==> config.mk <==
export PLATFORM = sky130hd
export DESIGN_NAME = glyph_row_serializer
export DESIGN_NICKNAME = d
export VERILOG_FILES = /design/src/rtl/glyph_row_serializer.sv
export SDC_FILE = /design/constraint.sdc
export NUM_CORES = 1
export LEC_CHECK = 0
export CORE_MARGIN = 5
export CORE_UTILIZATION = 39
export CTS_CLUSTER_SIZE = 40
export DETAILED_ROUTE_END_ITERATION = 10
export PLACE_DENSITY = 0.76
export SLEW_MARGIN = 10
export SYNTH_ARGS = -nofsm -noshare
export SYNTH_HDL_FRONTEND = slang
export SYNTH_SLANG_ARGS = --single-unit
==> constraint.sdc <==
create_clock -name clk -period 1.5 [get_ports clk]
set_input_delay 0.375 -clock clk [delete_from_list [all_inputs] [get_ports clk]]
set_output_delay 0.375 -clock clk [all_outputs]
set_load 0.005 [all_outputs]
==> src/rtl/glyph_row_serializer.sv <==
// rtl/glyph_row_serializer.sv - glyph ROM fetch and row pixel serializer
//
// Takes one (character, row) request at a time, maps the character code to a
// glyph ROM index, reads one row from an external synchronous ROM and shifts
// it out one pixel per accepted beat, followed by GAP background pixels.
//
// Optional feature macro: GLYPH_INVERSE_EN (inverse-video attribute per char)
//
// Ports:
//   clk, rst_n                 clock, asynchronous active-low reset
//   req_valid/req_ready        request handshake
//   req_char, req_row, req_inv character code, glyph row, inverse attribute
//   rom_addr, rom_data         glyph ROM index (registered) and ROM word
//   pixel_valid/pixel_ready    pixel stream handshake
//   pixel_out, pixel_last      pixel value and final-beat-of-character flag
module glyph_row_serializer #(
  parameter int GLYPH_W  = 5,
  parameter int GLYPH_H  = 7,
  parameter int GAP      = 1,
  parameter int CHAR_MIN = 32,
  parameter int CHAR_MAX = 127,
  parameter int ROW_W    = 3,
  parameter int ROM_AW   = 7
) (
  input  logic                       clk,
  input  logic                       rst_n,
  input  logic                       req_valid,
  output logic                       req_ready,
  input  logic [6:0]                 req_char,
  input  logic [ROW_W-1:0]           req_row,
  input  logic                       req_inv,
  output logic [ROM_AW-1:0]          rom_addr,
  input  logic [GLYPH_W*GLYPH_H-1:0] rom_data,
  output logic                       pixel_valid,
  input  logic                       pixel_ready,
  output logic                       pixel_out,
  output logic                       pixel_last
);

  localparam int BEATS = GLYPH_W + GAP;
  localparam int CW    = $clog2(BEATS + 1);

  typedef enum logic [1:0] {F_IDLE, F_ADDR, F_DATA, F_FULL} fstate_t;

  fstate_t            state, state_nxt;
  logic               ready_en;
  logic [ROW_W-1:0]   row_q;
  logic [ROM_AW-1:0]  mapped_addr;
  logic [GLYPH_W-1:0] row_bits;
  logic [GLYPH_W-1:0] buf_bits;
  logic [GLYPH_W-1:0] sh_bits;
  logic [CW-1:0]      sh_cnt;
  logic               sh_valid;
  logic               sh_inv;
  logic               accept;
  logic               sh_last;
  logic               finishing;
  logic               sh_free;
  logic               load_data;
  logic               load_buf;

`ifdef GLYPH_INVERSE_EN
  logic inv_q;
  logic buf_inv;
  logic sh_inv_q;
  assign sh_inv = sh_inv_q;
`else
  logic unused_inv;
  assign unused_inv = req_inv;
  assign sh_inv     = 1'b0;
`endif

  assign accept    = req_valid && req_ready;
  assign sh_last   = sh_valid && (sh_cnt == CW'(BEATS - 1));
  assign finishing = sh_last && pixel_ready;
  // Shifter can take a new row this edge if empty or its last beat leaves now.
  assign sh_free   = !sh_valid || finishing;
  assign load_data = (state == F_DATA) && sh_free;
  assign load_buf  = (state == F_FULL) && sh_free;

  // Out-of-range codes fall back to the last glyph in the ROM.
  always_comb begin
    mapped_addr = ROM_AW'(CHAR_MAX - CHAR_MIN);
    if (int'(req_char) >= CHAR_MIN && int'(req_char) <= CHAR_MAX)
      mapped_addr = ROM_AW'(int'(req_char) - CHAR_MIN);
  end

  // Row r occupies a GLYPH_W slice with column 0 in its MSB; rows past the
  // glyph height read as background.
  always_comb begin
    row_bits = '0;
    for (int r = 0; r < GLYPH_H; r++) begin
      if (int'(row_q) == r)
        row_bits = rom_data[(GLYPH_H-1-r)*GLYPH_W +: GLYPH_W];
    end
  end

  // Fetch FSM: state register
  always_ff @(posedge clk or negedge rst_n) begin
    if (!rst_n) state <= F_IDLE;
    else        state <= state_nxt;
  end

  // Fetch FSM: next state
  always_comb begin
    state_nxt = state;
    case (state)
      F_IDLE:  if (accept) state_nxt = F_ADDR;
      F_ADDR:  state_nxt = F_DATA;
      F_DATA:  state_nxt = load_data ? F_IDLE : F_FULL;
      F_FULL:  if (load_buf) state_nxt = F_IDLE;
      default: state_nxt = F_IDLE;
    endcase
  end

  // Fetch FSM / shifter outputs
  always_comb begin
    req_ready   = ready_en && (state == F_IDLE);
    pixel_valid = sh_valid;
    pixel_last  = sh_last;
    pixel_out   = sh_valid && (sh_bits[GLYPH_W-1] ^ sh_inv);
  end

  // Request capture, row buffer and shifter
  always_ff @(posedge clk or negedge rst_n) begin
    if (!rst_n) begin
      ready_en <= 1'b0;
      rom_addr <= '0;
      row_q    <= '0;
      buf_bits <= '0;
      sh_bits  <= '0;
      sh_cnt   <= '0;
      sh_valid <= 1'b0;
`ifdef GLYPH_INVERSE_EN
      inv_q    <= 1'b0;
      buf_inv  <= 1'b0;
      sh_inv_q <= 1'b0;
`endif
    end else begin
      ready_en <= 1'b1;
      if (accept) begin
        rom_addr <= mapped_addr;
        row_q    <= req_row;
`ifdef GLYPH_INVERSE_EN
        inv_q    <= req_inv;
`endif
      end

      if (state == F_DATA && !sh_free) begin
        buf_bits <= row_bits;
`ifdef GLYPH_INVERSE_EN
        buf_inv  <= inv_q;
`endif
      end

      if (load_data || load_buf) begin
        sh_bits  <= load_data ? row_bits : buf_bits;
        sh_cnt   <= '0;
        sh_valid <= 1'b1;
`ifdef GLYPH_INVERSE_EN
        sh_inv_q <= load_data ? inv_q : buf_inv;
`endif
      end else if (finishing) begin
        sh_valid <= 1'b0;
      end else if (sh_valid && pixel_ready) begin
        // Zero fill makes the gap beats background once the glyph is out.
        sh_bits <= {sh_bits[GLYPH_W-2:0], 1'b0};
        sh_cnt  <= sh_cnt + 1'b1;
      end
    end
  end

endmodule

Word level (Yosys, flattened, before mapping) --
Cells that the tools add are included.
Word-level totals: register bits after elaboration 27, latch bits 0, bits in writable memories 0, bits in read-only memories 0, input port bits 50, logic and storage cells 64, memories kept 0
Operators by class: $add $sub $neg 2, $mul 0, div/mod/pow operators 0, $lt $le $gt $ge 1, eq/ne operators 13, shift operators 0, mux-type cells 21, bitwise operators 0, reduce and logical (&&, ||, !) cells 19
Operators by type and width (count):
- $mux 5 | 11
- $eq 3x3->1 const B | 5
- $logic_and 1x1->1 | 9
- $mux 3 | 3
- $pmux 2 s4 | 1
- $ge 7x6->1 const B | 1
- $mux 7 | 1
- $sub 7x6->7 const B | 1
- $eq 3x2->1 const B | 2
- $mux 2 | 3
- $eq 2x2->1 const B | 2
- $ne 2x2->1 const B | 2
- $reduce_and 2->1 | 2
- $reduce_bool 2->1 | 2
- $add 3x1->3 const B | 1
- $logic_not 3->1 | 1
- $eq 2x1->1 const B | 1
- $logic_not 1->1 | 2
- $logic_not 2->1 | 1
- $logic_or 1x1->1 | 2
- $mux 1 | 2
- $ne 2x1->1 const B | 1

Logic depth before layout (Yosys ltp) --
word-level depth 10, depth in mapped cells 6

Worst setup path before layout --
OpenSTA, ideal clock, no wires.
kind input port to flip-flop, start point in req_char[2], end point reg rom_addr[0], library setup time 0.121 ns, arrival time 1.419 ns, required time 1.379 ns, slack -0.040 ns, stages 4, cells stage by stage or4b_1 -> o41ai_2 -> nand2_2 -> o22a_1
On the way: word-level cells in the longest chain between the ends 2
RTL lines:
- from (decl) | line 29 | input logic [6:0] req_char,
- $ge 7x6->1 | line 84 | if (int'(req_char) >= CHAR_MIN && int'(req_char) <= CHAR_MAX)
- $mux 7 | line 84
- to (signal assigned) | line 142 | rom_addr <= mapped_addr;
- to (decl) | line 32 | output logic [ROM_AW-1:0] rom_addr,
No other way between the ends. A chain may end at the register's enable or synchronous reset.

Final worst setup path --
start point reg sh_cnt[1], end point out pixel_last
On the way: word-level cells in the longest chain between the ends 2
RTL lines:
- from (decl) | line 52 | logic [CW-1:0] sh_cnt;
- from (signal assigned) | line 168 | sh_cnt <= sh_cnt + 1'b1;
- $eq 3x3->1 | line 74 | assign sh_last = sh_valid && (sh_cnt == CW'(BEATS - 1));
- $logic_and 1x1->1 | line 74
- to (decl) | line 37 | output logic pixel_last
No other way between the ends.

==> impl_metrics.tcl <==
set metrics [dict create \
    wl_mm 4.45 \
    die-area_mm2 0.00528 \
    slowest_stage "dfrtp_1" \
    final_common_cell "clkdlybuf4s50_1" \
    wire_per_inst_um 15.7 \
    drt_iter0_drc 79 \
    vias 1488 \
    design_area_mm2 0.00251 \
    grt_first_pass_wirelength_mm 7.09 \
    synthesis.instances 148 \
    layout-area-overhead-vs-synth_pct 64.2 \
    start_kind "register" \
    die_x_um 72.6 \
    holdCritPathClass "in -> reg" \
    crit_chain "inv_1 -> ha_2 -> and3_4 -> buf_6" \
    hold_viol 0 \
    initial_core_util_pct 40.9 \
    synthTopCellsByArea "dfrtp_1, mux2i_1, nand2_1, mux2_2, o22a_1" \
    fmax_mhz 649 \
    grt.overflow.total 0 \
    required_ns 1.12 \
    yosysTopAreaCell "dfrtp_1" \
    critical_path.top_delay_family "flip-flops" \
    setup_ws_ns -0.0419 \
    finalCriticalPeriod_ns 1.54 \
    clk-insertion-delay-late_ns 0.27 \
    fin_hold_ws_ns 0.328 \
    fin_nets 289 \
    ys_seq_area_share_pct 44.2 \
    nFillCells 303 \
    synth_cell_type_count 38 \
    max_cap_violations 0 \
    critical_path.max_fanout 2 \
    cts_made_buffers 3 \
    place.gp.congestion 0.822 \
    antenna_found_initial 0 \
    rows 22 \
    clockBufferDepth 2 \
    vias_per_cell 5.26 \
    max-vdd-ir-drop_mv 1.03 \
    drive_above_1_share_pct 27.2 \
    numPortBuffers 59 \
    crit_type "reg -> out" \
    p_leak_uw 0.00112 \
    cts_tree "built" \
    final-max-slew-violation-count 0 \
    ant_nets 0 \
    finalPower_uw 4230 \
    status "finished with violations" \
    post-route-period-util_pct 103 \
    core_mm2 0.00374 \
    synth.ff_latch_count 27 \
    synth_warnings 0 \
    layout_common_cells "clkdlybuf4s50_1, dfrtp_1, buf_4" \
    hold_buffers 0 \
    power_density_mw_per_mm2 1680 \
    layoutNonFillerInstCount 283 \
    path_buf_inv 2 \
    grt_pass1_vias 1551 \
    root_buffer "clkbuf_8" \
    dpl.cell_count 268 \
    syn-num-nets 201 \
    die_h_um 72.6 \
    ioPinCount 61 \
    setup_violations 3 \
    n_antenna_cell 0 \
    cp-end-kind "output pin" \
    cpPeakStageDelay_ns 0.39 \
    clk_pin_slew_ns 0.09 \
    dp_hpwl_mm 3.38 \
    grt_max_degree 28 \
    cts_sinks 27 \
    cts.htree.levels 1 \
    violations "setup timing" \
    dr.pass1.iters 4 \
    synth_top_area_share_pct 44.2 \
    drc 0 \
    postPlaceCellArea_mm2 0.00229 \
    crit_arrival_ns 1.17 \
    grt_setup_unrepaired "true" \
    grt_usage_pct 17.0 \
    syn-cell-area_mm2 0.00153 \
    fin_skew_ns 0.00361 \
    syn_area_per_cell_um2 10.3 \
]
-- layer usage --
metal,up-vias,wire [µm],GRT usage (%)
li1,734,-,-
met1,704,1860,21.1
met2,42,2330,29.9
met3,8,189,3.31
met4,0,69,5.12
met5,-,0,0
-- metrics by stage --
stage	TNS (ns)	worst slack (ns)	utilization (%)
2_1_floorplan	-0.202	-0.0403	-
3_3_place_gp	-4.30	-0.482	61.1
3_5_place_dp	-5.04	-0.583	61.1
4_1_cts	-0.0948	-0.0319	64.1
5_1_grt	-0.430	-0.0936	67.1
6_report	-0.102	-0.0419	67.1
-- report_power, final --
part	internal (µW)	switching [µW]	leakage [µW]
Sequential	1060	237	0.000316
Clock	191	227	0.0000228
Combinational	1390	1120	0.000778
Total	2650	1580	0.00112
-- layout make-up --
cell class,count,area (µm²),area share [%]
flip-flops and latches,27,677,26.9
inverters,6,22.5,0.896
repair buffers,89,821,32.7
clock buffers,4,45.0,1.79
multi-input cells,109,887,35.3
well taps,48,60.1,2.39
-- Yosys cell counts --
cell type / instances
dfrtp_1: 27
nand2_1: 20
mux2i_1: 11
inv_1: 6
nand3_1: 6
a21o_1: 5
o22a_1: 5
o22ai_1: 5
a211o_1: 4
a211oi_1: 4
a22o_1: 4
a22oi_1: 4
a31oi_1: 4
mux2_2: 4
o21ai_0: 4
buf_2: 3
ha_1: 3
nor2b_1: 3
a21boi_2: 2
a21oi_1: 2
and2_1: 2
nand3b_1: 2
nor2_1: 2
o211ai_1: 2
a2bb2oi_1: 1
a32oi_1: 1
and3_1: 1
buf_12: 1
buf_6: 1
clkbuf_1: 1
conb_1: 1
nand2_2: 1
nand4_1: 1
nor3b_2: 1
o31ai_1: 1
o41ai_2: 1
or4b_1: 1
xor2_1: 1
-- timing repair --
action,CTS,global route
cloned,0,2
setup endpoints to repair,25,18
resized for setup,40,18
pin swaps,11,12
buffers inserted,7,2
-- state kept, by name, indices dropped and copies added, names as in the netlist --
| signal | count |
|---|---|
| sh_bits | 5 |
| pixel_valid | 1 |
| rom_addr | 7 |
| buf_bits | 5 |
| row_q | 3 |
| state | 2 |
| sh_cnt | 3 |
| ready_en | 1 |
-- cell families (layout without fill, tap and decap cells) --
group	Yosys count	after routing	synth area share [%]
buffers and inverters	12	99	4.74
AND/OR/NAND/NOR	40	40	13.1
XOR/XNOR	1	1	0.572
adder cells (fa/ha/maj)	3	3	2.45
AO/OA/AOI/OAI	49	49	24.6
other	1	1	0.245
multiplexers	15	15	10.1
flip-flops	27	27	44.2
-- worst paths after layout --
kind / start / endpoint / slack, ns / cells past startpoint
worst max-delay path: sh_cnt[1] / pixel_last / -0.04 / 4
max in group asynchronous: rst_n / row_q[1] / 0.77 / 2
worst min register to register: buf_bits[1] / buf_bits[1] / 0.49 / 1
min in group asynchronous: rst_n / sh_bits[3] / 0.46 / 2
worst max register to register: row_q[1] / sh_bits[1] / -0.03 / 5
worst min-delay path: req_char[4] / rom_addr[4] / 0.33 / 2
Power figures use the tool's default switching activity.
==> edit: new RTL, same flow settings <==
Reset style: synchronous (`rst_n`), changed in 2 clocked blocks. Comments in the files are not updated.
--- a/src/rtl/glyph_row_serializer.sv
+++ b/src/rtl/glyph_row_serializer.sv
@@ -96,7 +96,7 @@
   end
 
   // Fetch FSM: state register
-  always_ff @(posedge clk or negedge rst_n) begin
+  always_ff @(posedge clk) begin
     if (!rst_n) state <= F_IDLE;
     else        state <= state_nxt;
   end
@@ -122,7 +122,7 @@
   end
 
   // Request capture, row buffer and shifter
-  always_ff @(posedge clk or negedge rst_n) begin
+  always_ff @(posedge clk) begin
     if (!rst_n) begin
       ready_en <= 1'b0;
       rom_addr <= '0;
Function: differs if rst_n is asserted again (counterexample within 4 cycles, from zero or initial values and one cycle with rst_n low); with rst_n held inactive, the same outputs for 10 cycles.
==> edit against the original RTL <==
- first-iteration DRC count is 35% lower
- fmax is 4.9% higher
- non-clock buffer count is 2 lower
- design area is 3.7% lower
- core utilization is 0.55 points lower
- synthesized area is 5.1% lower
- wire length is 9.1% lower
- sequential cell count stayed put
- setup slack better by 0.073 ns
- critical path depth stayed put
- largest cell class unchanged
Power is not compared: it rests on default switching activity, and its combinational part moved more than twofold at a synthesized area within 25%.
==> edit: results (changes against the original RTL) <==
grt_pass1_wl_mm: 6.42  # -9.4%
power_mw: 1.59
gp_congestion: 0.835  # +1.6%
yosysSeqAreaShare_pct: 37.2  # -6.9 points
place_worst_setup_slack_ns: -0.564  # +0.0184 ns
synth_compound_area_share_pct: 26.2  # +1.6 points
crit_fanout: 3  # +1
arrival_ns: 1.09  # -0.08 ns
grtUsageTotal_pct: 15.4  # -1.7 points
initialDrtViolationCount: 51  # -35%
dpl.hpwl_mm: 3.11  # -8.0%
fin_skew_ns: 0.00535  # +0.00174 ns
post_dp_cell_area_mm2: 0.00227  # -0.60%
yosysWarnings: 0  # unchanged
slowest_stage: "dfxtp_2"
syn_nets: 211  # +5.0%
yosys.area_share.xor_xnor_pct: 1.21  # +0.63 points
synth_flop_cell: "dfxtp_1"
wl_per_cell_um: 14.1  # -10%
ys_top_cells_by_count: "27 x dfxtp_1, 22 x nand2_1, 15 x mux2i_1"
post_cts_buffers: 2  # -5
n_fill_cell: 305  # +0.66%
dp_cells: 281  # +4.9%
postSynthCellCount: 158  # +6.8%
muxShareOfSynthArea_pct: 10.3  # +0.20 points
drive_gt1_share_pct: 26.8  # -0.46 points
via_per_inst: 5.18  # -1.4%
cpPeakStageDelay_ns: 0.34  # -0.05 ns
synth_async_sr_flop_share_pct: 0  # -100 points
synthAdderAreaFrac_pct: 2.58  # +0.13 points
wirelength_mm: 4.04  # -9.1%
outcome: "complete, no violations"
grt_max_degree: 22  # -21%
cts_resized: 35  # -13%
edit: path summary, 6_finish.rpt:
kind	start	endpoint	slack, ns	cells past startpoint
worst max-delay path	sh_cnt[1]	pixel_last	0.03	4
worst min-delay path	req_char[4]	rom_addr[4]	0.36	2
worst max register to register	sh_cnt[1]	sh_bits[1]	0.04	8
worst min register to register	rom_addr[5]	rom_addr[5]	0.47	2
edit: layer usage:
| layer | wire [µm] | share of wire, % | track usage, % | vias up |
|---|---|---|---|---|
| met5 | 0 | 0 | 0 | - |
| met4 | 0 | 0 | 1.25 | 0 |
| met3 | 163 | 4.0 | 4.26 | 0 |
| met2 | 2270 | 56 | 28.4 | 25 |
| met1 | 1610 | 40 | 18.3 | 700 |
| li1 | - | - | - | 763 |
edit: layout make-up:
cell class	instances	share of cell area [%]
clock buffers	3	1.71
inverters	4	0.621
well taps	48	2.48
multi-input cells	117	38.5
flip-flops and latches	27	22.9
repair buffers	87	33.5
clock inverters	1	0.310
